<file path="src/rtl/adder_pkg.sv">
// Shared constants for the bit-serial adder: state encoding and default operand width.
package adder_pkg;

  localparam int DEFAULT_WIDTH = 8;

  typedef logic [1:0] state_t;

  localparam state_t ST_IDLE  = 2'd0;
  localparam state_t ST_SHIFT = 2'd1;
  localparam state_t ST_DONE  = 2'd2;

endpackage

</file>
<file path="src/rtl/full_adder.sv">
// One-bit combinational full adder; the sum is formed by two cascaded XOR cells.
module XOR_gate (
  input  logic a,
  input  logic b,
  output logic y
);
  assign y = a ^ b;
endmodule

module full_adder (
  input  logic a,
  input  logic b,
  input  logic ci,
  output logic s,
  output logic co
);
  logic p;

  XOR_gate u_xor_ab (.a(a), .b(b),  .y(p));
  XOR_gate u_xor_pc (.a(p), .b(ci), .y(s));

  assign co = (a & b) | (ci & p);
endmodule

</file>
<file path="src/rtl/bit_serial_adder.sv">
// LSB-first serial adder: one full-adder evaluation per clock, result registered after WIDTH shifts.
module bit_serial_adder
  import adder_pkg::*;
#(
  parameter int WIDTH = DEFAULT_WIDTH
) (
  input  logic             clk,
  input  logic             rst,
  input  logic             start,
  input  logic [WIDTH-1:0] a,
  input  logic [WIDTH-1:0] b,
  input  logic             cin,
  output logic             busy,
  output logic             done,
  output logic [WIDTH-1:0] sum,
  output logic             cout
);

  localparam int CNT_W = $clog2(WIDTH);
  localparam logic [CNT_W-1:0] CNT_LAST = CNT_W'(WIDTH - 1);

  state_t           state_q;
  logic [WIDTH-1:0] a_sr_q;
  logic [WIDTH-1:0] b_sr_q;
  logic [WIDTH-2:0] s_sr_q;
  logic             carry_q;
  logic [CNT_W-1:0] cnt_q;
  logic             busy_q;
  logic             done_q;
  logic [WIDTH-1:0] sum_q;
  logic             cout_q;

  logic             fa_s;
  logic             fa_co;
  logic [WIDTH-1:0] s_sr_d;

  full_adder u_fa (
    .a  (a_sr_q[0]),
    .b  (b_sr_q[0]),
    .ci (carry_q),
    .s  (fa_s),
    .co (fa_co)
  );

  // Only the upper WIDTH-1 partial-sum bits are kept; bit 0 would be shifted out on the last edge anyway.
  assign s_sr_d = {fa_s, s_sr_q};

  always_ff @(posedge clk) begin
    if (rst) begin
      state_q <= ST_IDLE;
      a_sr_q  <= '0;
      b_sr_q  <= '0;
      s_sr_q  <= '0;
      carry_q <= 1'b0;
      cnt_q   <= '0;
      busy_q  <= 1'b0;
      done_q  <= 1'b0;
      sum_q   <= '0;
      cout_q  <= 1'b0;
    end else begin
      case (state_q)
        ST_IDLE: begin
          done_q <= 1'b0;
          if (start) begin
            a_sr_q  <= a;
            b_sr_q  <= b;
            carry_q <= cin;
            cnt_q   <= '0;
            busy_q  <= 1'b1;
            state_q <= ST_SHIFT;
          end
        end
        ST_SHIFT: begin
          s_sr_q  <= s_sr_d[WIDTH-1:1];
          a_sr_q  <= a_sr_q >> 1;
          b_sr_q  <= b_sr_q >> 1;
          carry_q <= fa_co;
          cnt_q   <= cnt_q + CNT_W'(1);
          if (cnt_q == CNT_LAST) begin
            sum_q   <= s_sr_d;
            cout_q  <= fa_co;
            busy_q  <= 1'b0;
            done_q  <= 1'b1;
            state_q <= ST_DONE;
          end
        end
        ST_DONE: begin
          done_q  <= 1'b0;
          state_q <= ST_IDLE;
        end
        default: begin
          busy_q  <= 1'b0;
          done_q  <= 1'b0;
          state_q <= ST_IDLE;
        end
      endcase
    end
  end

  assign busy = busy_q;
  assign done = done_q;
  assign sum  = sum_q;
  assign cout = cout_q;

endmodule

</file>
<file path="config.mk">
export PLATFORM = sky130hd
export DESIGN_NAME = bit_serial_adder
export DESIGN_NICKNAME = d
export VERILOG_FILES = /design/src/rtl/adder_pkg.sv /design/src/rtl/full_adder.sv /design/src/rtl/bit_serial_adder.sv
export SDC_FILE = /design/constraint.sdc
export NUM_CORES = 1
export LEC_CHECK = 0
export BUFFER_PORTS_ARGS = -buffer_cell sky130_fd_sc_hd__buf_2
export CORE_ASPECT_RATIO = 1.4
export CORE_MARGIN = 2
export CORE_UTILIZATION = 30
export DETAILED_ROUTE_END_ITERATION = 8
export GPL_ROUTABILITY_DRIVEN = 0
export PLACE_DENSITY_LB_ADDON = 0.08
export SYNTH_ARGS = -nofsm -noshare
export SYNTH_HDL_FRONTEND = slang
export SYNTH_HIERARCHICAL = 1
export SYNTH_SLANG_ARGS = --single-unit
export TNS_END_PERCENT = 100
</file>
<file path="constraint.sdc">
create_clock -name clk -period 2 [get_ports clk]
set_input_delay 0.4 -clock clk [delete_from_list [all_inputs] [get_ports clk]]
set_output_delay 0.4 -clock clk [all_outputs]
set_load 0.01 [all_outputs]
</file>
==> results.cfg, run 1 <==
[yosys]
async_reset_ff_share_pct = 0
ys_seq_area_share_pct = 49.7
ys_seq_elements = 40
postSynthCellCount = 177
yosys_warnings = 6
syn_avg_cell_area_um2 = 9.11
synth.area.top_cells = dfxtp_1 50%, mux2i_1 11%, a211oi_1 7.0%
synth_nets = 199
yosysUniqueCellTypes = 24
ys.flop_type = dfxtp_1
synth_top_cell_area_share_pct = 49.7
synth_area_leader_cell = dfxtp_1
synth_edf_count = 0
syn_area_mm2 = 0.00161

[die]
fp.coreArea_mm2 = 0.00520
die_x_um = 66.0
die_height_um = 90.8
initial_core_util_pct = 31.0
die_area_mm2 = 0.00599
num_rows = 31
io_pins = 31

[timing]
rsz0062_at_grt = no
fin_crit_sh_pct = 69.3
max-slew-margin-rel_pct = 51.5
whs_ps = 354
fin_tns_setup_ps = 0
slew_violations = 0
hold_violations = 0
period_needed_ps = 1390
finClkSkew_ps = 8.56
worst_slack_ps = 614
setup_viol = 0
fmax_ghz = 0.721
worst_pin_slew_ps = 728

[cts]
clk_latency_ps = 290
cts_buffers = 5
cts_resized = 0
cts_sinks = 40
path_clk_slew_ps = 70
ctsHtreeMaxLevel = 2
hold_buffers = 0
cts_tree = built
cts_buffer_depth = 2
post_cts_buffers = 0
cts-root-buf = clkbuf_8

[worst_setup_path]
r2r_slack_ps = 610
r2r-end = sum[4]
worstSetupPathType = flop to flop
cpMaxStageDelayCell = and2b_1
cp.arrival_ps = 1600
r2r-start = state_q[0]
cp_max_fo = 19
crit_required_ps = 2210
endpoint_kind = flop
cp-start-kind = flop
cp_slowest_stage_delay_ps = 560
crit_chain = and2b_1 > nand3_1 > a21oi_1
rr_worst_depth = 3
cp-startpoint = state_q[0]
critPathCapture = sum[4]

[grt]
grtUsageTotal_pct = 12.3
grt_pass1_wl_um = 5730
grt_pass1_vias = 1318
antenna_found_initial = 0
grt_max_degree = 41
overflow = 0

[route]
drcViolationCount = 0
vias_per_cell = 4.85
avgRoutedWirePerCell_um = 12.7
dr_total_vias = 1315
finalWirelength_um = 3430
drt-initial-drc-count = 45
ant_nets = 0
drtPass1Iterations = 4

[power]
leakagePower_nw = 0.787
ir_drop_mv = 0.431
internal_power_w = 0.00118
switching_share_pct = 24.0
power_frac_seq_pct = 55.2
switching_power_w = 0.000371
p_total_w = 0.00155
power.density_mw_per_mm2 = 824
p_comb_share_pct = 9.7
p_clk_share_pct = 35.1

[cells_and_area]
multiInputGateArea_um2 = 724
nets = 226
layout-drive-gt1-share_pct = 19.5
seq_area_um2 = 801
n_antenna_cell = 0
fill_cells = 569
syn_to_final_growth_pct = 16.7

[min_path]
min_from = a[7]
hold_class = input port to flop

[place]
port_buffers = 30
hpwl_um = 2310
place_ws_ps = 609

[flow_run]
cap_violations = 0

[outcome]
status = finished clean
-- worst max-delay path, delay by kind of cell, from the launching register on --
kind	cells	cell delay [ps]
compound gates	1	150
simple gates	2	720
flops	1	440
-- power by group through the flow --
stage          Sequential (W)  Clock (W)  Combinational [W]
2_1_floorplan        0.000867          0           0.000118
3_3_place_gp         0.000873          0           0.000149
3_5_place_dp         0.000874          0           0.000152
4_1_cts              0.000856   0.000569           0.000153
5_1_grt              0.000860   0.000602           0.000171
6_report             0.000856   0.000545           0.000150
-- registers in the layout, indices dropped and copies added, names as in the netlist --
register and count:
cout 1, sum 8, busy 1, carry_q 1
state_q 2, cnt_q 3, b_sr_q 8, done 1
a_sr_q 8, s_sr_q 7
-- cells by family after synthesis --
family / Yosys count / share of synthesized area, %
xor gates and xnor gates: 2 / 1.09
and+or+nand+nor: 62 / 16.3
buffers and inverters: 15 / 5.43
adders and majority gates: 2 / 1.55
DFF: 40 / 49.7
muxes: 17 / 10.6
AOI/OAI and AO/OA: 39 / 15.4
-- per-layer routing --
metal  GRT usage (%)  share of wire, %  vias up
met3            4.24               4.5        6
met4            5.10               2.0        0
li1                -                 -      667
met2            21.6                51       26
met5               0                 0        -
met1            13.1                43      616
-- cells in the mapped netlist, types with 2 or more instances --
| master | number |
|---|---|
| dfxtp_1 | 40 |
| nand2_1 | 23 |
| nor2_1 | 23 |
| a21oi_1 | 17 |
| mux2i_1 | 17 |
| a211oi_1 | 15 |
| nand3_1 | 9 |
| buf_2 | 6 |
| clkbuf_1 | 5 |
| a22oi_1 | 4 |
| ha_1 | 2 |
| nand2b_1 | 2 |
| nor3_1 | 2 |
| xor2_1 | 2 |
-- cell type report --
| cell class | count | area share [%] |
|---|---|---|
| flip-flops and latches | 40 | 42.6 |
| repair buffers | 34 | 9.57 |
| well taps | 66 | 4.39 |
| inverters | 1 | 0.199 |
| multi-input cells | 122 | 38.5 |
| clock buffers | 8 | 4.79 |
-- metrics by stage --
step	utilization (%)	instances	instance area, µm²
2_1_floorplan	-	177	1610
3_3_place_gp	34.5	263	1790
3_5_place_dp	34.5	263	1790
4_1_cts	36.2	271	1880
5_1_grt	36.2	271	1880
6_report	36.2	271	1880
-- cells in the final DEF, fill, tap and decap left out, drive strengths merged --
master / n
dfxtp: 40
buf: 34
nand2: 23
nor2: 23
a21oi: 17
mux2i: 17
a211oi: 15
nand3: 9
clkbuf: 8
a22oi: 4
nand2b: 2
nor3: 2
ha: 2
xor2: 2
and2b: 1
nand3b: 1
inv: 1
o21bai: 1
nor3b: 1
o21ai: 1
a22o: 1
-- worst min path at each step --
stage	cells past startpoint	endpoint	slack (ps)
finish	3	a_sr_q[7]	350
global route	3	a_sr_q[7]	390
CTS	3	a_sr_q[7]	350
detailed placement	2	sum[2]	450
global placement	2	sum[2]	440
floorplan	2	s_sr_q[0]	440
Note: power is estimated with default switching activity, not from simulation.
==> run 2, diff against run 1 <==
==> constraint.sdc (replaced) <==
create_clock -name clk -period 1.4 [get_ports clk]
set_input_delay 0.28 -clock clk [delete_from_list [all_inputs] [get_ports clk]]
set_output_delay 0.28 -clock clk [all_outputs]
set_load 0.01 [all_outputs]
==> run 2 against run 1 <==
  * First-iteration DRC count increased by 64%
  * Critical path depth increased by 3
  * Final cell count increased by 0.74%
  * Wire length decreased by 3.1%
==> results.cfg, run 2 (same netlist as run 1, synthesis figures left out) <==
[cts]
clk_latency_ps = 280
hold_buffers = 0
cts_sinks = 40
post_cts_buffers = 0
cts_buffer_depth = 2
path_clk_slew_ps = 70
cts_resized = 0
cts-root-buf = clkbuf_8
cts_tree = built
cts_buffers = 5
ctsHtreeMaxLevel = 2

[cells_and_area]
nets = 229
layout-drive-gt1-share_pct = 20.8
syn_to_final_growth_pct = 21.2
final_cell_mix = 40 x dfxtp_1, 30 x buf_2, 23 x nand2_1, 23 x nor2_1
layout_commonest_cell = dfxtp_1
n_antenna_cell = 0
fill_cells = 556

[die]
die_height_um = 90.8
num_rows = 31
die_x_um = 66.0
io_pins = 31
initial_core_util_pct = 31.0
die_area_mm2 = 0.00599
fp.coreArea_mm2 = 0.00520

[grt]
grt_pass1_wl_um = 5670
overflow = 0
grtUsageTotal_pct = 12.2
grt_pass1_vias = 1279
grt_max_degree = 41
antenna_found_initial = 0

[worst_setup_path]
crit_top_cell = ha_1
endpoint_kind = flop
r2r-start = cnt_q[0]
crit_chain = ha_1 > ha_1 > buf_4 > o21ai_0 > a21oi_1 > nor2_1
cp-start-kind = flop
cp.arrival_ps = 1520
cp_slowest_stage_delay_ps = 330
crit_required_ps = 1620
worstSetupPathType = flop to flop
cpMaxStageDelayCell = dfxtp_1
cp-startpoint = cnt_q[0]
cp_max_fo = 12

[route]
avgRoutedWirePerCell_um = 12.2
ant_nets = 0
vias_per_cell = 4.78
drcViolationCount = 0
finalWirelength_um = 3330
dr_total_vias = 1305
drt-initial-drc-count = 74
drtPass1Iterations = 4

[timing]
fmax_ghz = 0.772
finClkSkew_ps = 2.13
worst_slack_ps = 104
max-slew-margin-rel_pct = 73.4
slew_violations = 0
worst_pin_slew_ps = 398
fin_tns_setup_ps = 0
hold_violations = 0
period_needed_ps = 1300
setup_viol = 0
fin_crit_sh_pct = 92.6
rsz0062_at_grt = no

[power]
ir_drop_mv = 0.497
leakagePower_nw = 0.822
power.density_mw_per_mm2 = 1110

[place]
hpwl_um = 2260
port_buffers = 30
place_ws_ps = 98.2

[flow_run]
cap_violations = 0

[min_path]
hold_class = input port to flop
min_from = a[7]

[outcome]
status = finished clean
==> run 2: cell type report <==
class                      count  area (µm²)  share of cell area (%)
clock inverter                 1        5.00                   0.256
sequential                    40         801                    41.0
inverter                       1        3.75                   0.192
clock buffer                   6        72.6                    3.71
timing repair buffer          37         265                    13.6
multi-input combinational    122         724                    37.1
tap                           66        82.6                    4.23
==> run 2: path summary, 6_finish.rpt <==
check	end	slack, ps	cells after the start
setup / recovery	busy	100	6
hold / removal	a_sr_q[7]	240	3
setup reg to reg	busy	100	6
hold reg to reg	sum[6]	450	2
==> run 2: through the flow <==
| step | hold WS, ps | total power [W] | area, µm² | cells | util [%] |
|---|---|---|---|---|---|
| 2_1_floorplan | 428 | 0.00141 | 1610 | 177 | - |
| 4_1_cts | 222 | 0.00222 | 1950 | 273 | 37.6 |
| 3_5_place_dp | 447 | 0.00149 | 1880 | 266 | 36.1 |
| 3_3_place_gp | 442 | 0.00149 | 1880 | 266 | 36.1 |
| 6_report | 235 | 0.00217 | 1950 | 273 | 37.6 |
| 5_1_grt | 237 | 0.00231 | 1950 | 273 | 37.6 |
==> run 2: report_power, final <==
part,internal (W),total [W],leakage [nW],switching [W]
combinational,0.000115,0.000239,0.454,0.000124
sequential,0.00119,0.00122,0.327,0.0000332
clock,0.000339,0.000707,0.0410,0.000368
total,0.00164,0.00217,0.822,0.000525
==> run 2: layer usage <==
layer  track usage [%]  vias up  share of wire [%]
li1                  -      673                  -
met4              5.61        0                2.0
met2              19.9       25                 48
met5                 0        -                  0
met1              13.9      601                 45
met3              4.11        6                5.0
==> run 2: critical path, delay by kind of cell (launching register included) <==
family,cells,cell delay (ps)
AND/OR/NAND/NOR,1,100
flip-flops,1,330
adder cells (fa/ha/maj),2,390
buffers and inverters,1,180
AO/OA/AOI/OAI,2,230
==> run 3, diff against run 2 <==
--- a/config.mk
+++ b/config.mk
@@ -12,6 +12,7 @@
 export DETAILED_ROUTE_END_ITERATION = 8
 export GPL_ROUTABILITY_DRIVEN = 0
 export PLACE_DENSITY_LB_ADDON = 0.08
+export SETUP_SLACK_MARGIN = 0.2
 export SYNTH_ARGS = -nofsm -noshare
 export SYNTH_HDL_FRONTEND = slang
 export SYNTH_HIERARCHICAL = 1
==> run 3 against run 2 <==
  * Combinational power increased by 12%
  * Clock power increased by 31%
  * Maximum frequency increased by 10%
  * Power increased by 12%
  * Global-route usage increased by 0.54 points
  * Sequential share of layout area decreased by 2.9 points
  * Sequential power about the same
  * Clock-buffer cell count decreased by 1
  * Wire length increased by 10%
==> results.cfg, run 3 (same netlist as run 1, synthesis figures left out) <==
[outcome]
status = finished clean

[timing]
fin_tns_setup_ps = 0
fin_crit_sh_pct = 83.9
hold_violations = 0
rsz0062_at_grt = yes
fmax_ghz = 0.852
worst_slack_ps = 226
finClkSkew_ps = 4.19
slew_violations = 0
max-slew-margin-rel_pct = 75.3
period_needed_ps = 1170
worst_pin_slew_ps = 369
setup_viol = 0

[grt]
grt_max_degree = 39
antenna_found_initial = 0
grt_pass1_wl_um = 5880
grt_pass1_vias = 1264
grtUsageTotal_pct = 12.7
overflow = 0

[route]
avgRoutedWirePerCell_um = 13.3
drtPass1Iterations = 4
ant_nets = 0
drt-initial-drc-count = 58
finalWirelength_um = 3670
drcViolationCount = 0
dr_total_vias = 1367
vias_per_cell = 4.94

[power]
switching_share_pct = 23.6
internal_power_w = 0.00185
p_clk_share_pct = 38.3
ir_drop_mv = 0.500
power_frac_seq_pct = 50.7
p_total_w = 0.00242
switching_power_w = 0.000573
power.density_mw_per_mm2 = 1140
p_comb_share_pct = 11.1
leakagePower_nw = 0.861

[cts]
cts-root-buf = clkbuf_8
cts_buffers = 5
clk_latency_ps = 290
cts_tree = built
path_clk_slew_ps = 80
ctsHtreeMaxLevel = 2
hold_buffers = 0
cts_buffer_depth = 2
cts_sinks = 40

[worst_setup_path]
cp_max_fo = 5
cp.arrival_ps = 1410
cp-start-kind = flop
r2r_slack_ps = 230
crit_required_ps = 1630
worstSetupPathType = flop to flop
endpoint_kind = flop

[die]
die_x_um = 66.0
die_area_mm2 = 0.00599
fp.coreArea_mm2 = 0.00520
num_rows = 31
io_pins = 31
die_height_um = 90.8
initial_core_util_pct = 31.0

[cells_and_area]
final_area_mm2 = 0.00212
layout-drive-gt1-share_pct = 34.1
layout_commonest_cell = dfxtp_1
final_cells = 277
syn_to_final_growth_pct = 31.7
n_antenna_cell = 0
nets = 232
final_cell_mix = 34 x dfxtp_1, 30 x buf_2, 23 x nor2_1

[flow_run]
cap_violations = 0

[place]
port_buffers = 30
place_ws_ps = 144
dp_cells = 266
hpwl_um = 2290
dpl-instance-area_mm2 = 0.00186

[min_path]
hold_class = input port to flop
-- run 3: cell count changes in the layout (fill, tap and decap cells not counted), sizes merged --
cell and change:
buf +2, bufinv +1, clkinvlp +1
-- run 3: critical path: stages (launching register included) --
cell and delay, ps:
dfxtp_2 350, ha_4 160, ha_4 150, nand3b_1 140, buf_6 140, nand2_1 60
a21oi_2 110
-- run 3: per-stage QoR --
| stage | utilization, % | hold WS, ps |
|---|---|---|
| 2_1_floorplan | - | 428 |
| 3_3_place_gp | 35.9 | 445 |
| 3_5_place_dp | 35.9 | 448 |
| 4_1_cts | 39.1 | 219 |
| 5_1_grt | 40.9 | 245 |
| 6_report | 40.9 | 232 |
-- run 3: repair_timing --
action | in CTS | in global routing
pin swaps | 3 | 9
setup endpoints to repair | 17 | 24
cloned | 1 | 1
buffers inserted | 1 | 0
gates resized for setup | 11 | 19
-- run 3: area by class of cell --
| class | instances | area [µm²] |
|---|---|---|
| clock buffers | 5 | 68.8 |
| clock inverters | 3 | 42.5 |
| fillers | 559 | 3070 |
| inverters | 1 | 3.75 |
| multi-input cells | 122 | 813 |
| flip-flops and latches | 40 | 808 |
| well taps | 66 | 82.6 |
| repair buffers | 40 | 304 |
-- run 3: routing by layer --
metal | global-route usage, % | part of all wire (%)
met5 | 0 | 0
met3 | 3.99 | 4.6
met4 | 5.61 | 1.9
met1 | 14.8 | 43
met2 | 20.9 | 51
-- run 3: worst paths after layout --
| check | cells past startpoint | end | startpoint |
|---|---|---|---|
| hold / removal | 3 | b_sr_q[7] | b[7] |
| setup / recovery | 6 | cout | cnt_q[0] |
| hold reg to reg | 2 | sum[0] | sum[0] |
| setup reg to reg | 6 | cout | cnt_q[0] |
-- run 3: power by group through the flow --
stage          Clock, W  Sequential (W)  Combinational [W]
3_3_place_gp          0         0.00125           0.000238
2_1_floorplan         0         0.00124           0.000169
5_1_grt         0.00101         0.00124           0.000298
3_5_place_dp          0         0.00125           0.000242
6_report       0.000927         0.00123           0.000268
4_1_cts        0.000969         0.00122           0.000249
